File: src/rtl/output_port_controller.sv
// rtl/output_port_controller.sv - router output port: grant lock, input pop, one-entry output register
module output_port_controller #(
    parameter int DATA_WIDTH = 34
) (
    input  logic                  clk,
    input  logic                  rst,
    input  logic [2:0]            rr_priority_to_cs_i,
    input  logic                  grant_valid_i,
    input  logic [DATA_WIDTH-1:0] flit_n_i,
    input  logic [DATA_WIDTH-1:0] flit_s_i,
    input  logic [DATA_WIDTH-1:0] flit_w_i,
    input  logic [DATA_WIDTH-1:0] flit_e_i,
    input  logic [DATA_WIDTH-1:0] flit_l_i,
    input  logic                  valid_n_i,
    input  logic                  valid_s_i,
    input  logic                  valid_w_i,
    input  logic                  valid_e_i,
    input  logic                  valid_l_i,
    output logic                  pop_n_o,
    output logic                  pop_s_o,
    output logic                  pop_w_o,
    output logic                  pop_e_o,
    output logic                  pop_l_o,
    output logic [DATA_WIDTH-1:0] flit_o,
    output logic                  valid_o,
    input  logic                  ready_i,
    output logic [4:0]            sel_o,
    output logic                  rr_change_order_o,
    output logic                  busy_o,
    output logic                  proto_err_o
);

    typedef enum logic {S_IDLE, S_ACTIVE} state_t;

    state_t                r_state;
    state_t                w_state_next;
    logic [4:0]            r_sel;
    logic [DATA_WIDTH-1:0] r_flit;
    logic                  r_valid;
    logic                  r_rr_change;
    logic                  r_busy;
    logic                  r_proto_err;
    logic                  r_first;

    logic [4:0]            w_grant_sel;
    logic [DATA_WIDTH-1:0] w_grant_flit;
    logic                  w_grant_vld;
    logic                  w_code_ok;
    logic                  w_grant_live;
    logic                  w_accept;
    logic                  w_grant_err;
    logic [DATA_WIDTH-1:0] w_act_flit;
    logic                  w_act_vld;
    logic                  w_xfer;
    logic                  w_act_head;
    logic                  w_act_last;
    logic [4:0]            w_pop;

    // Grant decode used only while IDLE; codes 5-7 fall to the default.
    always_comb begin
        w_grant_sel  = 5'b00000;
        w_grant_flit = '0;
        w_grant_vld  = 1'b0;
        case (rr_priority_to_cs_i)
            3'd0: begin w_grant_sel = 5'b10000; w_grant_flit = flit_n_i; w_grant_vld = valid_n_i; end
            3'd1: begin w_grant_sel = 5'b01000; w_grant_flit = flit_s_i; w_grant_vld = valid_s_i; end
            3'd2: begin w_grant_sel = 5'b00100; w_grant_flit = flit_w_i; w_grant_vld = valid_w_i; end
            3'd3: begin w_grant_sel = 5'b00010; w_grant_flit = flit_e_i; w_grant_vld = valid_e_i; end
            3'd4: begin w_grant_sel = 5'b00001; w_grant_flit = flit_l_i; w_grant_vld = valid_l_i; end
            default: ;
        endcase
    end

    assign w_code_ok    = (rr_priority_to_cs_i <= 3'd4);
    // The arbiter has not yet seen the completion pulse, so its grant is stale.
    assign w_grant_live = (r_state == S_IDLE) && grant_valid_i && !r_rr_change;
    assign w_accept     = w_grant_live && w_code_ok && w_grant_vld && w_grant_flit[DATA_WIDTH-1];
    assign w_grant_err  = w_grant_live && (!w_code_ok || (w_grant_vld && !w_grant_flit[DATA_WIDTH-1]));

    assign w_act_flit = ({DATA_WIDTH{r_sel[4]}} & flit_n_i) |
                        ({DATA_WIDTH{r_sel[3]}} & flit_s_i) |
                        ({DATA_WIDTH{r_sel[2]}} & flit_w_i) |
                        ({DATA_WIDTH{r_sel[1]}} & flit_e_i) |
                        ({DATA_WIDTH{r_sel[0]}} & flit_l_i);
    assign w_act_vld  = |(r_sel & {valid_n_i, valid_s_i, valid_w_i, valid_e_i, valid_l_i});
    assign w_xfer     = (r_state == S_ACTIVE) && w_act_vld && (!r_valid || ready_i);
    assign w_act_head = w_act_flit[DATA_WIDTH-1];
    assign w_act_last = w_act_flit[DATA_WIDTH-2];

    assign w_pop   = (rst || !w_xfer) ? 5'b00000 : r_sel;
    assign pop_n_o = w_pop[4];
    assign pop_s_o = w_pop[3];
    assign pop_w_o = w_pop[2];
    assign pop_e_o = w_pop[1];
    assign pop_l_o = w_pop[0];

    always_comb begin
        w_state_next = r_state;
        case (r_state)
            S_IDLE:   if (w_accept) w_state_next = S_ACTIVE;
            S_ACTIVE: if (w_xfer && w_act_last) w_state_next = S_IDLE;
            default:  w_state_next = S_IDLE;
        endcase
    end

    always_ff @(posedge clk) begin
        if (rst) r_state <= S_IDLE;
        else     r_state <= w_state_next;
    end

    always_ff @(posedge clk) begin
        if (rst) begin
            r_sel       <= 5'b00000;
            r_flit      <= '0;
            r_valid     <= 1'b0;
            r_rr_change <= 1'b0;
            r_busy      <= 1'b0;
            r_proto_err <= 1'b0;
            r_first     <= 1'b0;
        end else begin
            r_rr_change <= 1'b0;
            r_busy      <= (w_state_next == S_ACTIVE);
            if (w_accept) begin
                r_sel   <= w_grant_sel;
                r_first <= 1'b1;
            end
            if (w_xfer) begin
                r_flit  <= w_act_flit;
                r_valid <= 1'b1;
                r_first <= 1'b0;
                if (w_act_head && !r_first) r_proto_err <= 1'b1;
                if (w_act_last) begin
                    r_sel       <= 5'b00000;
                    r_rr_change <= 1'b1;
                end
            end else if (ready_i) begin
                r_valid <= 1'b0;
            end
            if (w_grant_err) r_proto_err <= 1'b1;
        end
    end

    assign flit_o            = r_flit;
    assign valid_o           = r_valid;
    assign sel_o             = r_sel;
    assign rr_change_order_o = r_rr_change;
    assign busy_o            = r_busy;
    assign proto_err_o       = r_proto_err;

endmodule

File: config.mk
export PLATFORM = sky130hd
export DESIGN_NAME = output_port_controller
export DESIGN_NICKNAME = d
export VERILOG_FILES = /design/src/rtl/output_port_controller.sv
export SDC_FILE = /design/constraint.sdc
export NUM_CORES = 1
export LEC_CHECK = 0
export CAP_MARGIN = 20
export CORE_ASPECT_RATIO = 0.75
export CORE_MARGIN = 2
export CORE_UTILIZATION = 31
export CTS_CLUSTER_SIZE = 20
export DETAILED_ROUTE_END_ITERATION = 8
export PLACE_DENSITY = 0.87
export SLEW_MARGIN = 30
export SYNTH_ARGS = -nofsm -noshare
export SYNTH_HDL_FRONTEND = slang
export SYNTH_SLANG_ARGS = --single-unit
File: constraint.sdc
create_clock -name clk -period 2.3 [get_ports clk]
set_input_delay 0.46 -clock clk [delete_from_list [all_inputs] [get_ports clk]]
set_output_delay 0.46 -clock clk [all_outputs]
set_load 0.02 [all_outputs]
==> summary.txt <==
Run status
  • Outcome: complete, no violations

Setup path
  • Crit Reg-Reg Startpoint: sel_o[0]
  • WS Path Type: reg2out
  • Cells along the critical path: buf_4 -> clkdlybuf4s50_1
  • Setup crit start kind: flop
  • Critical path fanouts, max: 37
  • CP required: 1.84 ns
  • Crit-path leading delay family: buffers and inverters
  • RR Endpoint: flit_o[4]
  • CP endpoint kind: output pin
  • CP Depth: 2
  • Critical-path top delay cell: clkdlybuf4s50_1
  • R2R depth: 6
  • R2r setup slk: 0.43 ns
  • Critical path's largest stage delay: 0.69 ns
  • Worst path arrival time: 1.75 ns
  • WP buf/inv: 2

Final layout
  • Ant. Diodes: 0
  • Layout fillers: 673
  • Layout cell share with drive strength beyond 1: 0.08032
  • Area grow syn2layout: 98.38%
  • Final layout net count: 679

Timing
  • Final period util: 0.9605
  • Highest Clock Rate: 452.6 MHz
  • Slew Limit Fails: 0
  • Final setup violation count: 0
  • Worst-Margin Slew: 0.4492 ns
  • WHS: 0.4665 ns
  • Final Skew: 0.004655 ns
  • Crit path time final: 2.209 ns
  • Setup TNS: 0 ns
  • Max-slew headroom: 0.7006
  • Final count of hold timing violations: 0
  • RSZ-0062 raised after global routing: no

Floorplan
  • Initial Util: 0.3211
  • Io pins: 230
  • Row cnt: 28
  • Die area: 0.008987 sq mm
  • Die X: 108.8 microns
  • Die height: 82.60 microns
  • Core area: 0.007953 sq mm

Synth
  • Avg Inst Size Synth: 9.120 sq um
  • Yosys top cell area share: 0.3449
  • Top FF cell, synth: dfxtp_1
  • Post-synth EDFFs: 0
  • Post-synthesis cell count: 280
  • Post-synthesis cell area: 0.002554 sq mm
  • Mapped Nets: 462
  • Yosys warns: 0
  • Top post-synthesis cells by count: 44 x dfxtp_1, 39 x nand2_1, 35 x a222oi_1
  • Post-synthesis register bit count: 44
  • Register area share after synthesis: 0.3449
  • Cell taking the most area after synthesis: dfxtp_1
  • Top cells by area, synth: dfxtp_1 34%, a222oi_1 14%, a22o_1 11%, a22oi_1 10%, nand2_1 5.7%
  • Most frequent cell after synthesis: dfxtp_1
  • Fraction of registers with async set/reset: 0
  • Yosys cell types: 35

Global route
  • Pin count of the biggest net entering global routing: 38
  • First-pass GRT wire length: 16.55 mm
  • Initial antenna violation count: 0
  • GR Overflow Total: 0
  • Overall Global Routing Usage: 0.2389
  • Number of global-route vias before repair: 3346

Pwr
  • Pwr per Cell Area: 362.1 mW/mm^2
  • Net switching share of the total power: 0.2075
  • Leakage: 1.969 nW
  • Worst vdd ir: 0.3284 mV
  • Sequential share of power: 0.418
  • Clock network power share: 0.355
  • Sw Pwr: 0.3807 mW
  • Combinational share of power: 0.227
  • P_int: 1.454 mW

Drt
  • M1 WL: 4.399 mm
  • Via count: 3321
  • Met3 routed WL: 1.150 mm
  • DR pass1 iterations: 7
  • Vias per Instance: 5.507
  • Total Wirelength: 11.35 mm
  • Max layer used: met4
  • Initial DRC count: 285
  • Drt wl/cell: 18.83 microns
  • DRC viols: 0
  • DRT antenna net count: 0
  • WL met2: 5.737 mm

Min path
  • Hold path startpoint: r_first
  • Worst min-delay path class: reg2reg
  • Hold Path Sink: r_first
  • Worst hold stages: 1

Clocking
  • Root buf cell: clkbuf_8
  • Clk sinks: 44
  • CTS max path bufs: 2
  • Worst-path clk slew: 0.08 ns
  • Clk_lat worst skew: 0.29 ns
  • Post-CTS Hold Fix Bufs: 0
  • CTS tree: done
  • # H-tree levels: 2
  • Cts bufs inserted: 5

Placement
  • # port buffers: 229
  • Post-DP HPWL: 8.187 mm
  • GPL Wtd Cong: 0.9120

Flow run
  • Max_cap viols: 0
## layout by cell type (no fill, tap or decap), types with 2 or more instances in the layout
| cell type | n |
|---|---|
| dlygate4sd2_1 | 4 |
| nor2b_1 | 5 |
| o21a_1 | 2 |
| clkdlybuf4s15_1 | 2 |
| nor3b_1 | 3 |
| and2_4 | 5 |
| nand2_1 | 39 |
| or2_1 | 2 |
| dfxtp_1 | 43 |
| a22o_1 | 33 |
| buf_4 | 10 |
| o21ai_0 | 10 |
| a222oi_1 | 35 |
| nor2_1 | 4 |
| mux2i_1 | 8 |
| nor3_1 | 4 |
| clkbuf_8 | 7 |
| clkdlybuf4s50_1 | 218 |
| a22oi_1 | 33 |
| buf_6 | 9 |
| a31oi_1 | 2 |
## power by group through the flow
stage	combinational (mW)	clock, mW	sequential [mW]
final	0.416	0.652	0.767
after global routing	0.441	0.706	0.767
after CTS	0.416	0.676	0.767
after detailed placement	0.416	0	0.785
after global placement	0.408	0	0.785
after floorplan	0.0706	0	0.788
## worst max path at each step
stage                to       from  slack, ns
6_report       sel_o[2]   sel_o[2]       0.09
5_1_grt         pop_w_o   sel_o[0]      0.008
4_1_cts        sel_o[1]   sel_o[1]       0.04
3_5_place_dp    pop_n_o  valid_w_i      -0.54
3_3_place_gp    pop_l_o  valid_w_i      -0.47
2_1_floorplan   pop_e_o   sel_o[3]       0.15
## metrics by stage
step	power [mW]	area, sq um	util	worst slack (ns)	cells
floorplan	0.8591	2554	-	0.1544	280
global placement	1.192	4896	0.6156	-0.4693	594
detailed placement	1.201	4896	0.6156	-0.5382	594
CTS	1.858	5047	0.6347	0.04477	603
global route	1.914	5066	0.6370	0.007623	603
finish	1.835	5066	0.6370	0.09078	603
## kinds of logic after synthesis
group	count (synthesis)	synth area share
muxes	10	0.04459
buffers and inverters	36	0.08378
and+or+nand+nor	68	0.1249
AOI/OAI and AO/OA	122	0.4018
DFF	44	0.3449
## what timing repair did
item	in CTS	in global routing
setup endpoints to repair	5	9
setup buffers	1	0
resized for setup	43	7
cloned	0	0
pin swaps	3	3
## layer usage
layer	vias to the layer above	global-route usage
met4	0	0.04487
li1	1570	-
met3	7	0.06436
met1	1569	0.2773
met5	-	0
met2	175	0.4469
## cell type report
type | instances | area [sq um] | area share
Timing Repair Buffer | 244 | 2434 | 0.4804
Multi-Input combinational cell | 200 | 1484 | 0.2929
Sequential cell | 44 | 882.1 | 0.1741
Tap cell | 105 | 131.4 | 0.02593
Clock buffer | 7 | 96.34 | 0.01902
Clock inverter | 1 | 30.03 | 0.005927
Inverter | 2 | 8.758 | 0.001729
## flip-flops by register name, summed over array words and instances (netlist names)
signal             flops
busy_o                 1
flit_o                34
proto_err_o            1
r_first                1
rr_change_order_o      1
sel_o                  5
valid_o                1
(Power assumes the default switching activity.)
